`config.mk`:
```
export PLATFORM = sky130hd
export DESIGN_NAME = layer_sequencer_flat
export DESIGN_NICKNAME = d
export VERILOG_FILES = /design/src/rtl/layer_sequencer_pkg.sv /design/src/rtl/layer_sequencer_if.sv /design/src/rtl/layer_sequencer_counter.sv /design/src/rtl/layer_sequencer.sv /design/src/flat_wrapper.sv
export SDC_FILE = /design/constraint.sdc
export NUM_CORES = 1
export LEC_CHECK = 0
export BUFFER_PORTS_ARGS = -buffer_cell sky130_fd_sc_hd__buf_2
export CORE_UTILIZATION = 55
export DETAILED_ROUTE_END_ITERATION = 8
export PLACE_DENSITY = 0.8
export REMOVE_ABC_BUFFERS = 1
export SYNTH_ARGS = -nofsm -noshare
export SYNTH_HDL_FRONTEND = slang
export SYNTH_SLANG_ARGS = --single-unit
```
`constraint.sdc`:
```
create_clock -name clk -period 2.95 [get_ports clk]
set_input_delay 0.885 -clock clk [delete_from_list [all_inputs] [get_ports clk]]
set_output_delay 0.885 -clock clk [all_outputs]
set_load 0.1 [all_outputs]
```
`src/rtl/layer_sequencer_pkg.sv`:
```
// Shared state encoding and width helpers for the layer sequencer and its bus interface.
package layer_sequencer_pkg;

    typedef enum logic [2:0] {
        S_IDLE,
        S_LOAD,
        S_CLEAR,
        S_ACCUM,
        S_DRAIN,
        S_WRITE,
        S_NEXT,
        S_DONE
    } seq_state_t;

    localparam int MAX_N_DEFAULT = 16;

    // Counts run 0..max_n inclusive, so one extra code point is needed.
    function automatic int cnt_width(input int max_n);
        return $clog2(max_n + 1);
    endfunction

    function automatic int idx_width(input int n);
        return (n > 1) ? $clog2(n) : 1;
    endfunction

endpackage

```
`src/rtl/layer_sequencer_if.sv`:
```
// Sequencer <-> config ROM / MAC datapath / activation writer signal bundle.
interface layer_sequencer_if
    import layer_sequencer_pkg::*;
#(
    parameter int NUM_LAYERS = 3,
    parameter int MAX_N      = MAX_N_DEFAULT,
    parameter int WADDR_W    = 10
);
    localparam int CNT_W = cnt_width(MAX_N);
    localparam int LW    = idx_width(NUM_LAYERS);

    logic [LW-1:0]      cfg_layer;
    logic [CNT_W-1:0]   cfg_neurons;
    logic [CNT_W-1:0]   cfg_inputs;
    logic               mac_clear;
    logic               mac_en;
    logic [CNT_W-1:0]   in_addr;
    logic [WADDR_W-1:0] w_addr;
    logic               buf_sel;
    logic               act_valid;
    logic               act_ready;
    logic [CNT_W-1:0]   out_addr;
    logic               busy;
    logic               done;

    modport master (
        output cfg_layer, mac_clear, mac_en, in_addr, w_addr, buf_sel,
               act_valid, out_addr, busy, done,
        input  cfg_neurons, cfg_inputs, act_ready
    );

    modport slave (
        input  cfg_layer, mac_clear, mac_en, in_addr, w_addr, buf_sel,
               act_valid, out_addr, busy, done,
        output cfg_neurons, cfg_inputs, act_ready
    );

endinterface

```
`src/rtl/layer_sequencer_counter.sv`:
```
// Index counter with clear, increment and a terminal-count flag against a supplied last value.
module layer_sequencer_counter #(
    parameter int W = 4
) (
    input  logic         clk,
    input  logic         rst,
    input  logic         clr,
    input  logic         inc,
    input  logic [W-1:0] last_val,
    output logic [W-1:0] cnt,
    output logic         last
);
    logic [W-1:0] cnt_q, cnt_d;

    always_comb begin
        cnt_d = cnt_q;
        if (clr) begin
            cnt_d = '0;
        end else if (inc) begin
            cnt_d = cnt_q + 1'b1;
        end
    end

    always_ff @(posedge clk) begin
        if (rst) begin
            cnt_q <= '0;
        end else begin
            cnt_q <= cnt_d;
        end
    end

    assign cnt  = cnt_q;
    assign last = (cnt_q == last_val);

endmodule

```
`src/rtl/layer_sequencer.sv`:
```
// Walks layers/neurons/inputs, driving the MAC datapath and handing each activation to the writer.
//  IDLE wait start | LOAD latch layer cfg | CLEAR zero MAC | ACCUM stream inputs
//  DRAIN MAC pipe  | WRITE act handshake  | NEXT swap bank  | DONE one-cycle pulse
module layer_sequencer
    import layer_sequencer_pkg::*;
#(
    parameter int  NUM_LAYERS = 3,
    parameter int  MAX_N      = MAX_N_DEFAULT,
    parameter int  MAC_LAT    = 2,
    parameter int  WADDR_W    = 10,
    localparam int CNT_W      = cnt_width(MAX_N),
    localparam int LW         = idx_width(NUM_LAYERS)
) (
    input  logic              clk,
    input  logic              rst,
    input  logic              start,
    input  logic              abort,
    layer_sequencer_if.master bus
);
    localparam int               DW      = idx_width(MAC_LAT);
    localparam logic [CNT_W-1:0] MAX_CNT = CNT_W'(MAX_N);

    seq_state_t         state_q, state_d;
    logic [CNT_W-1:0]   neurons_q, neurons_d, inputs_q, inputs_d;
    logic [CNT_W-1:0]   cfg_n_clamp, cfg_i_clamp;
    logic [WADDR_W-1:0] w_addr_q, w_addr_d;
    logic [DW-1:0]      drain_q, drain_d;
    logic               buf_sel_q, buf_sel_d;
    logic               mac_clear_q, mac_clear_d, mac_en_q, mac_en_d;
    logic               act_valid_q, act_valid_d, busy_q, busy_d, done_q, done_d;
    logic               lay_clr, lay_inc, lay_last;
    logic               neu_clr, neu_inc, neu_last;
    logic               in_clr, in_inc, in_last;
    logic [LW-1:0]      lay_idx;
    logic [CNT_W-1:0]   neu_idx, in_idx;

    layer_sequencer_counter #(.W(LW)) u_lay_cnt (
        .clk(clk), .rst(rst), .clr(lay_clr), .inc(lay_inc),
        .last_val(LW'(NUM_LAYERS - 1)), .cnt(lay_idx), .last(lay_last)
    );

    layer_sequencer_counter #(.W(CNT_W)) u_neu_cnt (
        .clk(clk), .rst(rst), .clr(neu_clr), .inc(neu_inc),
        .last_val(neurons_q - 1'b1), .cnt(neu_idx), .last(neu_last)
    );

    layer_sequencer_counter #(.W(CNT_W)) u_in_cnt (
        .clk(clk), .rst(rst), .clr(in_clr), .inc(in_inc),
        .last_val(inputs_q - 1'b1), .cnt(in_idx), .last(in_last)
    );

    always_comb begin
        cfg_n_clamp = (bus.cfg_neurons > MAX_CNT) ? MAX_CNT : bus.cfg_neurons;
        cfg_i_clamp = (bus.cfg_inputs > MAX_CNT) ? MAX_CNT : bus.cfg_inputs;
        state_d   = state_q;
        neurons_d = neurons_q;
        inputs_d  = inputs_q;
        w_addr_d  = w_addr_q;
        drain_d   = drain_q;
        buf_sel_d = buf_sel_q;
        lay_clr   = 1'b0;
        lay_inc   = 1'b0;
        neu_clr   = 1'b0;
        neu_inc   = 1'b0;
        in_clr    = 1'b0;
        in_inc    = 1'b0;

        unique case (state_q)
            S_IDLE: begin
                if (start) begin
                    lay_clr   = 1'b1;
                    w_addr_d  = '0;
                    buf_sel_d = 1'b0;
                    state_d   = S_LOAD;
                end
            end
            S_LOAD: begin
                neurons_d = cfg_n_clamp;
                inputs_d  = cfg_i_clamp;
                neu_clr   = 1'b1;
                state_d   = (cfg_n_clamp == '0 || cfg_i_clamp == '0) ? S_NEXT : S_CLEAR;
            end
            S_CLEAR: begin
                in_clr  = 1'b1;
                state_d = S_ACCUM;
            end
            S_ACCUM: begin
                w_addr_d = w_addr_q + 1'b1;
                in_inc   = !in_last;
                if (in_last) begin
                    drain_d = '0;
                    state_d = (MAC_LAT == 0) ? S_WRITE : S_DRAIN;
                end
            end
            S_DRAIN: begin
                drain_d = drain_q + 1'b1;
                if (drain_q == DW'(MAC_LAT - 1)) begin
                    state_d = S_WRITE;
                end
            end
            S_WRITE: begin
                if (bus.act_ready) begin
                    neu_inc = !neu_last;
                    state_d = neu_last ? S_NEXT : S_CLEAR;
                end
            end
            S_NEXT: begin
                buf_sel_d = ~buf_sel_q;
                lay_inc   = !lay_last;
                state_d   = lay_last ? S_DONE : S_LOAD;
            end
            S_DONE: begin
                state_d = S_IDLE;
            end
            default: begin
                state_d = S_IDLE;
            end
        endcase

        // Cancel returns everything to the post-reset picture, counters included.
        if (abort) begin
            state_d   = S_IDLE;
            neurons_d = '0;
            inputs_d  = '0;
            w_addr_d  = '0;
            drain_d   = '0;
            buf_sel_d = 1'b0;
            lay_clr   = 1'b1;
            neu_clr   = 1'b1;
            in_clr    = 1'b1;
            lay_inc   = 1'b0;
            neu_inc   = 1'b0;
            in_inc    = 1'b0;
        end

        mac_clear_d = (state_d == S_CLEAR);
        mac_en_d    = (state_d == S_ACCUM);
        act_valid_d = (state_d == S_WRITE);
        busy_d      = (state_d != S_IDLE);
        done_d      = (state_d == S_DONE);
    end

    always_ff @(posedge clk) begin
        if (rst) begin
            state_q     <= S_IDLE;
            neurons_q   <= '0;
            inputs_q    <= '0;
            w_addr_q    <= '0;
            drain_q     <= '0;
            buf_sel_q   <= 1'b0;
            mac_clear_q <= 1'b0;
            mac_en_q    <= 1'b0;
            act_valid_q <= 1'b0;
            busy_q      <= 1'b0;
            done_q      <= 1'b0;
        end else begin
            state_q     <= state_d;
            neurons_q   <= neurons_d;
            inputs_q    <= inputs_d;
            w_addr_q    <= w_addr_d;
            drain_q     <= drain_d;
            buf_sel_q   <= buf_sel_d;
            mac_clear_q <= mac_clear_d;
            mac_en_q    <= mac_en_d;
            act_valid_q <= act_valid_d;
            busy_q      <= busy_d;
            done_q      <= done_d;
        end
    end

    assign bus.cfg_layer = lay_idx;
    assign bus.in_addr   = in_idx;
    assign bus.out_addr  = neu_idx;
    assign bus.w_addr    = w_addr_q;
    assign bus.buf_sel   = buf_sel_q;
    assign bus.mac_clear = mac_clear_q;
    assign bus.mac_en    = mac_en_q;
    assign bus.act_valid = act_valid_q;
    assign bus.busy      = busy_q;
    assign bus.done      = done_q;

endmodule

```
`src/flat_wrapper.sv`:
```
// flat-port wrapper written by rule: the top's interface ports become plain ports
module layer_sequencer_flat import layer_sequencer_pkg::*;
#(
    parameter int  NUM_LAYERS = 3,
    parameter int  MAX_N      = MAX_N_DEFAULT,
    parameter int  MAC_LAT    = 2,
    parameter int  WADDR_W    = 10,
    localparam int CNT_W      = cnt_width(MAX_N),
    localparam int LW         = idx_width(NUM_LAYERS)
)
  (clk, rst, start, abort, bus_cfg_layer, bus_mac_clear, bus_mac_en, bus_in_addr, bus_w_addr, bus_buf_sel, bus_act_valid, bus_out_addr, bus_busy, bus_done, bus_cfg_neurons, bus_cfg_inputs, bus_act_ready);
  layer_sequencer_if #(.NUM_LAYERS(NUM_LAYERS), .MAX_N(MAX_N), .WADDR_W(WADDR_W)) bus_i ();
  input  logic clk;
  input  logic rst;
  input  logic start;
  input  logic abort;
  output wire logic [$bits(bus_i.cfg_layer)-1:0] bus_cfg_layer;
  output wire logic [$bits(bus_i.mac_clear)-1:0] bus_mac_clear;
  output wire logic [$bits(bus_i.mac_en)-1:0] bus_mac_en;
  output wire logic [$bits(bus_i.in_addr)-1:0] bus_in_addr;
  output wire logic [$bits(bus_i.w_addr)-1:0] bus_w_addr;
  output wire logic [$bits(bus_i.buf_sel)-1:0] bus_buf_sel;
  output wire logic [$bits(bus_i.act_valid)-1:0] bus_act_valid;
  output wire logic [$bits(bus_i.out_addr)-1:0] bus_out_addr;
  output wire logic [$bits(bus_i.busy)-1:0] bus_busy;
  output wire logic [$bits(bus_i.done)-1:0] bus_done;
  input wire logic [$bits(bus_i.cfg_neurons)-1:0] bus_cfg_neurons;
  input wire logic [$bits(bus_i.cfg_inputs)-1:0] bus_cfg_inputs;
  input wire logic [$bits(bus_i.act_ready)-1:0] bus_act_ready;
  assign bus_cfg_layer = bus_i.cfg_layer;
  assign bus_mac_clear = bus_i.mac_clear;
  assign bus_mac_en = bus_i.mac_en;
  assign bus_in_addr = bus_i.in_addr;
  assign bus_w_addr = bus_i.w_addr;
  assign bus_buf_sel = bus_i.buf_sel;
  assign bus_act_valid = bus_i.act_valid;
  assign bus_out_addr = bus_i.out_addr;
  assign bus_busy = bus_i.busy;
  assign bus_done = bus_i.done;
  assign bus_i.cfg_neurons = bus_cfg_neurons;
  assign bus_i.cfg_inputs = bus_cfg_inputs;
  assign bus_i.act_ready = bus_act_ready;
  layer_sequencer #(.NUM_LAYERS(NUM_LAYERS), .MAX_N(MAX_N), .MAC_LAT(MAC_LAT), .WADDR_W(WADDR_W)) u_core (.clk(clk), .rst(rst), .start(start), .abort(abort), .bus(bus_i));
endmodule
```
Word-level counts from Yosys, hierarchy flattened
Cells that the tools add are included.

operators by class
  muxes and demuxes = 31
  reductions and logical operators = 18
  equality and inequality tests = 16
  bitwise operators = 1
  $lt $le $gt $ge = 2
  $add $sub $neg = 7

operators by type and width
  cell                                                  number
  2-to-1 mux 3 bit                                      8
  one-hot mux 3 bit (8 select lines)                    1
  one-hot mux 10 bit (2 select lines)                   1
  equality test 3 bit, second input constant            6
  2-to-1 mux 1 bit                                      16
  equality test 3 x 2 -> 1 bit, second input constant   4
  adder 10 x 1 -> 10 bit, second input constant         1
  adder 5 x 1 -> 5 bit, second input constant           2
  equality test 5 bit                                   2
  greater-than comparator 5 bit, second input constant  2
  zero test 5 bit                                       2
  2-to-1 mux 10 bit                                     1
  2-to-1 mux 5 bit                                      2
  subtractor 5 x 1 -> 5 bit, second input constant      2
  OR reduction 2 bit                                    4
  AND reduction 2 bit                                   3
  nonzero test 2 bit                                    3
  one-hot mux 1 bit (2 select lines)                    2
  equality test 3 x 1 -> 1 bit, second input constant   1
  zero test 1 bit                                       3
  zero test 3 bit                                       1
  nonzero test 3 bit                                    1
  adder 2 x 1 -> 2 bit, second input constant           1
  equality test 2 bit, second input constant            1
  5 further kinds                                       5

word-level totals
  flip-flop bits (word level) = 42
  output and inout port bits = 28
  input bits = 15
  word-level logic and storage cells = 89

Logic depth before layout (Yosys ltp)
Gate-level depths: netlist (run 1).

  depth after elaboration = 8
  mapped depth = 8
  depth with buffers taken out = 8

By module
Synthesis (run 1) repeated with hierarchy kept, for this count alone.

unflattened totals
  cell total of the unflattened synthesis = 260
  area total of the unflattened synthesis = 2253.4 um^2

by module, submodules not included
  module                                         instances  area each (um^2)  sequential area each (um^2)  cells an instance
  layer_sequencer                                1          1641.6            600.6                        197
  layer_sequencer_counter (u_core.u_in_cnt ...)  2          252.7             100.1                        26
  layer_sequencer_counter (u_core.u_lay_cnt)     1          106.4             40.0                         11

Worst setup path before layout (run 1)
No wires, ideal clock.

  path type = register to register
  start point = register u_core.u_neu_cnt.cnt_q[2] (netlist: u_core.u_neu_cnt.cnt[2])
  end point = register u_core.busy_q (netlist: u_core.bus.busy)
  data arrival time = 2.315 ns
  slack = 0.561 ns
  period minus slack after synthesis = 2.389 ns
  buffers on the path = 0
  stages on the path, launching flop included = 7
  data required time = 2.876 ns
  library setup time = 0.074 ns
  path through = dfxtp_1 > and4bb_2 > o211ai_1 > a311oi_4 > a31oi_4 > and3_1 > o22ai_2

on the way
  cells in the longest elaborated chain, start to end = 6

RTL lines
  what                                line                           text
  from (decl)                         layer_sequencer_counter.sv:13  logic [W-1:0] cnt_q, cnt_d;
  from (signal assigned)              layer_sequencer_counter.sv:28  cnt_q <= cnt_d;
  equality test 5 bit                 layer_sequencer_counter.sv:33  assign last = (cnt_q == last_val);
  2-to-1 mux 3 bit                    layer_sequencer.sv:104         state_d = neu_last ? S_NEXT : S_CLEAR;
  2-to-1 mux 3 bit                    layer_sequencer.sv:102         if (bus.act_ready) begin
  one-hot mux 3 bit (8 select lines)  layer_sequencer.sv:68          unique case (state_q)
  2-to-1 mux 3 bit                    layer_sequencer.sv:121         if (abort) begin
  nonzero test 3 bit                  layer_sequencer.sv:139         busy_d = (state_d != S_IDLE);
  to (signal assigned)                layer_sequencer.sv:166         busy_q <= busy_d;
  to (decl)                           layer_sequencer.sv:30          logic act_valid_q, act_valid_d, busy_q, busy_d, done_q, done_d;

Every way passes these cells.
A chain may end at the register's enable or synchronous reset.

Worst setup path in the final report (run 1)
  start point = register u_core.neurons_q[0]
  end point = register u_core.busy_q (netlist: u_core.bus.busy)

on the way
  cells in the longest elaborated chain, start to end = 7

RTL lines
  what                                line                           text
  from (decl)                         layer_sequencer.sv:24          logic [CNT_W-1:0] neurons_q, neurons_d, inputs_q, inputs_d;
  from (signal assigned)              layer_sequencer.sv:158         neurons_q <= neurons_d;
  subtractor 5 x 1 -> 5 bit           layer_sequencer.sv:44          .last_val(neurons_q - 1'b1), .cnt(neu_idx), .last(neu_last)
  equality test 5 bit                 layer_sequencer_counter.sv:33
  2-to-1 mux 3 bit                    layer_sequencer.sv:104
  2-to-1 mux 3 bit                    layer_sequencer.sv:102
  one-hot mux 3 bit (8 select lines)  layer_sequencer.sv:68
  2-to-1 mux 3 bit                    layer_sequencer.sv:121
  nonzero test 3 bit                  layer_sequencer.sv:139

Every way passes these cells.

==> results.py, run 1 <==
metrics = {
    "floorplan": {
        "boundaryPins": 43,
        "fp.coreArea_sq_um": 3740,
        "start_util_pct": 58.4,
        "num_rows": 22,
        "die-height_microns": 65.1,
        "floorplan.die_area_sq_um": 4230,
        "die_width_microns": 65.1,
    },
    "clock_network": {
        "htree_levels": 2,
        "clk_transition_reported_paths_ps": 80,
        "ctsRootBufferMaster": "clkbuf_8",
        "worstSkewPairLatency_ps": 300,
        "cts_hold_buffers": 0,
        "number_of_buffers_created_by_cts": 5,
        "ctsResizeCount": 0,
        "post_cts.repair.setup_buffers": 0,
        "max-clock-path-buffers": 2,
        "cts_tree": "yes",
        "tritoncts_sink_count": 42,
    },
    "sta": {
        "rsz0062_at_grt": "false",
        "setup_ws_ps": 623,
        "tightest_slew_ps": 628,
        "clock_skew_after_layout_ps": 9.09,
        "clock.fmax_ghz": 0.430,
        "setup_tns_ps": 0,
        "final_max_slew_viol_count": 0,
        "timing.max_slew.rel_slack_pct": 58.0,
        "final-setup-viol-count": 0,
        "timing_hold_violations_final": 0,
        "finalWorstPathRequiredPeriod_ps": 2330,
        "post-route-period-util_pct": 78.9,
    },
    "yosys": {
        "synthesized_area_fraction_occupied_by_ao_oa_aoi_and_oai_cells_pct": 17.9,
        "syn-cell-area_sq_um": 2190,
        "synth_enable_flop_cells": 0,
        "simple_gate_fraction_of_synth_area_pct": 27.9,
        "post_synth_inst_count": 262,
        "synth-adder-area-share_pct": 3.43,
        "synth_top_family_by_area": "simple AND/OR/NAND/NOR gates",
        "ys_async_sr_fraction_pct": 0,
        "synth_cell_type_count": 50,
        "synth_area_per_cell_sq_um": 8.35,
        "synth_top_flop_cell": "dfxtp_1",
        "yosys_warnings": 0,
        "synth_seq_cells": 42,
        "synth_xor_xnor_area_share_pct": 6.41,
        "synth.mux.area_fraction_pct": 2.46,
        "synth.yosys.seq_area_share_pct": 38.4,
    },
    "power": {
        "leakage_power_nw": 0.983,
        "total_power_mw": 1.09,
        "switchingPower_mw": 0.243,
        "power.density_cell_area_nw_per_um2": 429,
        "power.clock.fraction_pct": 41.7,
        "power.share.switching_pct": 22.4,
        "combPwrFrac_pct": 5.7,
        "internal-power_mw": 0.842,
        "power.ir.vdd_worst_uv": 290,
        "power.share.sequential_pct": 52.7,
    },
    "worst_setup_path": {
        "worst-endpoint-required_ps": 3180,
        "critical_path.max_fanout": 7,
        "timing.critical_path.arrival_ps": 2560,
        "start_kind": "flip-flop",
        "crit_path_end_kind": "flip-flop",
        "timing_worst_setup_path_type": "reg -> reg",
    },
    "layout": {
        "antenna_cells": 0,
        "fin_cells": 351,
        "post-route-cell-area_sq_um": 2530,
        "sequential_standard_cell_area_sq_um": 841,
        "layout-drive-gt1-share_pct": 20.5,
        "most-common-layout-cells": "buf_2, dfxtp_1, nand2_1, nor2_1, a21oi_1",
        "nFillCells": 346,
        "synthToLayoutAreaGrowth_pct": 15.7,
        "fin_nets": 323,
        "multi_input_area_sq_um": 1270,
    },
    "detailed_routing": {
        "route.detailed.wl_per_inst_microns": 13.2,
        "vias": 1964,
        "drt_iter0_markers": 112,
        "drc": 0,
        "routed_wirelength_microns": 4640,
        "drt-pass1-iter-count": 4,
        "drt_via_density": 5.60,
        "ant_nets": 0,
    },
    "outcome": {
        "status": "complete, no violations",
    },
    "place": {
        "dp_hpwl_microns": 3390,
        "placedCellCount": 343,
        "gp_congestion": 0.848,
        "placement.cell_area_sq_um": 2420,
        "dp_worst_setup_slack_ps": 473,
        "port_buffers": 42,
    },
    "global_route": {
        "grt_max_degree": 27,
        "global_route.overflow_total": 0,
        "antenna_found_initial": 0,
        "grt_first_pass_wirelength_microns": 7790,
        "grt.total_usage_pct": 23.9,
        "grt_pass1_vias": 1832,
    },
    "worst_hold_path": {
        "holdCritPathClass": "reg -> reg",
    },
    "flow_run": {
        "max_cap_viol_count": 0,
    },
}
==> power by group through the flow <==
stage                     Combinational [mW]  Clock, mW  Sequential, mW
final                                 0.0617      0.452           0.572
after global routing                  0.0680      0.479           0.572
after CTS                             0.0617      0.460           0.572
after detailed placement              0.0614          0           0.585
after global placement                0.0601          0           0.585
after floorplan                       0.0328          0           0.589
==> synth_stat cells, types with 7 or more instances <==
| cell type | number | share of area, % |
|---|---|---|
| a21oi_1 | 23 | 5.3 |
| nand2_1 | 27 | 4.6 |
| nor2_1 | 26 | 4.5 |
| nand3_1 | 13 | 3.0 |
| nor3_1 | 7 | 1.6 |
| dfxtp_1 | 42 | 38 |
| inv_1 | 9 | 1.5 |
| o21ai_0 | 12 | 2.7 |
| nand3b_1 | 9 | 3.1 |
| xnor2_1 | 10 | 4.0 |
==> sequential cells by signal, summed over array words and instances (netlist names) <==
| register | cells |
|---|---|
| u_core.bus.busy | 1 |
| u_core.bus.done | 1 |
| u_core.inputs_q | 5 |
| u_core.bus.act_valid | 1 |
| u_core.u_neu_cnt.cnt | 5 |
| u_core.bus.mac_en | 1 |
| u_core.u_lay_cnt.cnt | 2 |
| u_core.bus.buf_sel | 1 |
| u_core.u_in_cnt.cnt | 5 |
| u_core.drain_q | 1 |
| u_core.bus.w_addr | 10 |
| u_core.neurons_q | 5 |
| u_core.state_q | 3 |
| u_core.bus.mac_clear | 1 |
==> metrics by stage <==
step                      hold WS [ps]  util [%]
final                              472      67.6
after global routing               486      67.6
after detailed placement           464      64.6
after global placement             457      64.6
after floorplan                    445         -
after CTS                          476      67.6
==> cell type report <==
cell class                 instances  share of cell area [%]
clock buffer                       6                    2.87
timing repair buffer              42                    8.31
multi-input combinational        201                    50.2
tap                               48                    2.37
inverter                          10                    1.48
clock inverter                     2                    1.48
sequential                        42                    33.2
==> worst paths after layout <==
| path | from | endpoint | slack, ps | depth (start not counted) |
|---|---|---|---|---|
| worst max register to register | u_core.neurons_q[0]$_SDFFE_PP0P_ | u_core.bus.busy$_SDFF_PP0_ | 620 | 8 |
| worst min register to register | u_core.inputs_q[4]$_SDFFE_PP0P_ | u_core.inputs_q[4]$_SDFFE_PP0P_ | 470 | 2 |
| worst max-delay path | u_core.neurons_q[0]$_SDFFE_PP0P_ | u_core.bus.busy$_SDFF_PP0_ | 620 | 8 |
| worst min-delay path | u_core.inputs_q[4]$_SDFFE_PP0P_ | u_core.inputs_q[4]$_SDFFE_PP0P_ | 470 | 2 |
==> layer usage <==
layer | track usage (%) | wire (microns)
met5 | 0 | 0
met4 | 10.6 | 82
met3 | 4.05 | 194
met2 | 41.3 | 2280
met1 | 28.9 | 2090
==> critical path, stage by stage (launching register included) <==
cell,delay (ps)
dfxtp_1,430
inv_1,70
ha_1,240
nor2b_1,140
or3_4,380
a311oi_4,500
a31oi_4,180
and3_1,230
o22ai_2,90
==> logic make-up (layout without fill, tap and decap cells) <==
family                   count (synthesis)  count (layout)
XOR/XNOR                                16              16
buffers and inverters                   19              60
AND/OR/NAND/NOR                        116             116
multiplexers                             5               5
AO/OA/AOI/OAI                           58              58
flip-flops                              42              42
adder cells (fa/ha/maj)                  6               6
No activity file was read; power rests on OpenSTA's default activity.
==> run 2, diff against run 1 <==
--- a/config.mk
+++ b/config.mk
@@ -5,10 +5,11 @@
 export SDC_FILE = /design/constraint.sdc
 export NUM_CORES = 1
 export LEC_CHECK = 0
+export ABC_AREA = 1
 export BUFFER_PORTS_ARGS = -buffer_cell sky130_fd_sc_hd__buf_2
-export CORE_UTILIZATION = 55
+export CORE_UTILIZATION = 50
 export DETAILED_ROUTE_END_ITERATION = 8
-export PLACE_DENSITY = 0.8
+export PLACE_DENSITY = 0.76
 export REMOVE_ABC_BUFFERS = 1
 export SYNTH_ARGS = -nofsm -noshare
 export SYNTH_HDL_FRONTEND = slang
==> constraint.sdc (replaced) <==
create_clock -name clk -period 1.9 [get_ports clk]
set_input_delay 0.57 -clock clk [delete_from_list [all_inputs] [get_ports clk]]
set_output_delay 0.57 -clock clk [all_outputs]
set_load 0.1 [all_outputs]
==> run 2 against run 1 <==
Power up 46%; register-to-register slack lost 440 ps; via count increased by 8.9%; critical path depth is 7 lower; clock skew fell by 2.5 ps; synthesized cell count grew 26%; sequential power grew 56%; setup slack worse by 510 ps; critical path type is now reg -> out; critical endpoint is now bus_out_addr[2]; largest cell class unchanged.
==> results.py, run 2 <==
metrics = {
    "layout": {
        "nFillCells": 409,
        "largest_register_ffs": 10,
        "finalCoreUtilization_pct": 60.5,
        "antenna_cells": 0,
        "most-common-layout-cells": "nand2_1, buf_2, dfxtp_1, inv_1, nand3_1",
        "layout_commonest_cell": "nand2_1",
        "fin_nets": 399,
        "layout-drive-gt1-share_pct": 26.3,
        "synthToLayoutAreaGrowth_pct": 16.1,
        "fin_cells": 429,
    },
    "place": {
        "placedCellCount": 423,
        "port_buffers": 42,
        "dp_worst_setup_slack_ps": 150,
        "dp_hpwl_microns": 3660,
        "gp_congestion": 0.919,
    },
    "yosys": {
        "synth_cell_type_count": 28,
        "yosysTopAreaCell": "dfxtp_1",
        "synth_area_per_cell_sq_um": 6.90,
        "synth_top_cell_area_share_pct": 37.0,
        "synth.yosys.seq_area_share_pct": 37.0,
        "yosys_warnings": 0,
        "syn-cell-area_sq_um": 2270,
        "synth_seq_cells": 42,
        "ys_async_sr_fraction_pct": 0,
        "synth_enable_flop_cells": 0,
        "synth_top_flop_cell": "dfxtp_1",
        "most_repeated_cell_in_the_gate_level_netlist_after_synthesis": "nand2_1",
        "top_cells_by_area_in_the_synthesized_netlist": "dfxtp_1, nand2_1, nand3_1",
        "post_synth_inst_count": 329,
        "ys_top_cells_by_count": "nand2_1, dfxtp_1, inv_1",
    },
    "clock_network": {
        "cts_tree": "yes",
        "ctsRootBufferMaster": "clkbuf_8",
        "max-clock-path-buffers": 2,
        "tritoncts_sink_count": 42,
        "htree_levels": 2,
        "number_of_buffers_created_by_cts": 5,
        "clk_transition_reported_paths_ps": 80,
        "worstSkewPairLatency_ps": 290,
    },
    "worst_setup_path": {
        "critical_path.max_fanout": 7,
        "cp_slowest_stage_delay_ps": 470,
        "reg2reg_slack_ps": 180,
        "worst-endpoint-required_ps": 1330,
        "cp_num_cells": 1,
        "worstRegToRegCells": 13,
        "start_kind": "flip-flop",
        "crit_path_end_kind": "output port",
        "timing_worst_setup_path_type": "reg -> out",
        "timing.critical_path.max_delay_family": "buffers and inverters",
        "cell_with_the_largest_stage_delay_on_the_worst_path": "buf_2",
        "timing.critical_path.arrival_ps": 1210,
        "buffer_and_inverter_count_on_the_worst_path": 1,
        "worstPathCellList": "buf_2",
    },
    "power": {
        "power.ir.vdd_worst_uv": 447,
        "power.density_cell_area_nw_per_um2": 602,
        "leakage_power_nw": 1.19,
    },
    "sta": {
        "clock_skew_after_layout_ps": 6.55,
        "tightest_slew_ps": 489,
        "setup_ws_ps": 116,
        "timing.max_slew.rel_slack_pct": 67.6,
        "finalWorstPathRequiredPeriod_ps": 1780,
        "final_max_slew_viol_count": 0,
        "finalHoldWorstSlack_ps": 474,
        "setup_tns_ps": 0,
        "post-route-period-util_pct": 93.9,
        "clock.fmax_ghz": 0.560,
        "final-setup-viol-count": 0,
        "rsz0062_at_grt": "false",
        "timing_hold_violations_final": 0,
    },
    "floorplan": {
        "die-height_microns": 69.4,
        "die_width_microns": 69.4,
        "start_util_pct": 52.2,
        "floorplan.die_area_sq_um": 4820,
        "boundaryPins": 43,
        "num_rows": 24,
        "fp.coreArea_sq_um": 4350,
    },
    "detailed_routing": {
        "drc": 0,
        "wl_met2_microns": 2250,
        "route.detailed.wl_per_inst_microns": 11.0,
        "drt_iter0_markers": 90,
        "ant_nets": 0,
        "highest-signal-layer": "met4",
        "vias": 2138,
        "drt-pass1-iter-count": 4,
        "routed_wirelength_microns": 4740,
        "met3RoutedLength_microns": 150,
        "met1Wirelength_microns": 2220,
        "drt_via_density": 4.98,
    },
    "global_route": {
        "global_route.overflow_total": 0,
        "grt.total_usage_pct": 21.0,
        "grt_pass1_vias": 1988,
        "grt_first_pass_wirelength_microns": 8170,
        "antenna_found_initial": 0,
        "grt_max_degree": 13,
    },
    "worst_hold_path": {
        "timing.hold.worst_path_depth": 2,
        "holdCritPathClass": "reg -> reg",
    },
    "flow_run": {
        "max_cap_viol_count": 0,
    },
    "outcome": {
        "status": "complete, no violations",
    },
}
run 2: cell types whose count changed after synthesis, sizes merged, moves of 5 or more:
cell | before | now
and3 | 6 | 0
nand2 | 27 | 94
nand3 | 13 | 35
nand3b | 9 | 1
inv | 10 | 55
xnor2 | 10 | 0
nor2b | 5 | 0
o21ai | 14 | 20
run 2: logic make-up after synthesis:
group	synth area share, %
xor gates and xnor gates	1.54
buffers and inverters	10.1
adders and majority gates	3.31
and+or+nand+nor	35.4
AOI/OAI and AO/OA	12.6
DFF	37.0
run 2: final timing paths:
path / start / end
setup / recovery: u_core.u_neu_cnt.cnt[2]$_SDFFE_PP0P_ / bus_out_addr[2]
hold / removal: u_core.drain_q$_SDFFE_PP0P_ / u_core.drain_q$_SDFFE_PP0P_
setup reg to reg: u_core.inputs_q[0]$_SDFFE_PP0P_ / u_core.bus.busy$_SDFF_PP0_
hold reg to reg: u_core.drain_q$_SDFFE_PP0P_ / u_core.drain_q$_SDFFE_PP0P_
run 2: metrics by stage:
| step | total power [mW] | area, sq um |
|---|---|---|
| global route | 1.65 | 2640 |
| CTS | 1.60 | 2630 |
| global placement | 1.03 | 2550 |
| floorplan | 0.991 | 2250 |
| detailed placement | 1.03 | 2550 |
| finish | 1.59 | 2640 |
run 2: routing by layer:
metal,vias to the layer above,track usage [%]
met4,0,9.30
met3,11,5.38
met5,-,0
li1,1161,-
met1,934,24.0
met2,32,36.6
run 2: cell type report:
class	instances	area (sq um)	area share, %
multi-input combinational	228	1200	45.7
sequential	42	842	31.9
timing repair buffer	45	233	8.83
inverter	56	210	7.97
clock buffer	6	82.6	3.13
tap	52	65.1	2.47
run 2: power breakdown:
part	internal, mW	switching, mW	total [mW]
Clock	0.280	0.292	0.573
Combinational	0.0369	0.0885	0.125
Sequential	0.886	0.00386	0.890
run 2: tightest hold or removal path: cells and delay by family, from the launching register on:
family	cells	cell delay, ps
flops	1	320
simple gates	1	60
compound gates	1	60
run 2: repair_timing:
item                                   4_1_cts  5_1_grt
endpoints found under the hold margin        0        0
setup endpoints to repair                    0        2
hold buffers                                 0        0
gates resized for setup                      0        2
buffers inserted                             0        0
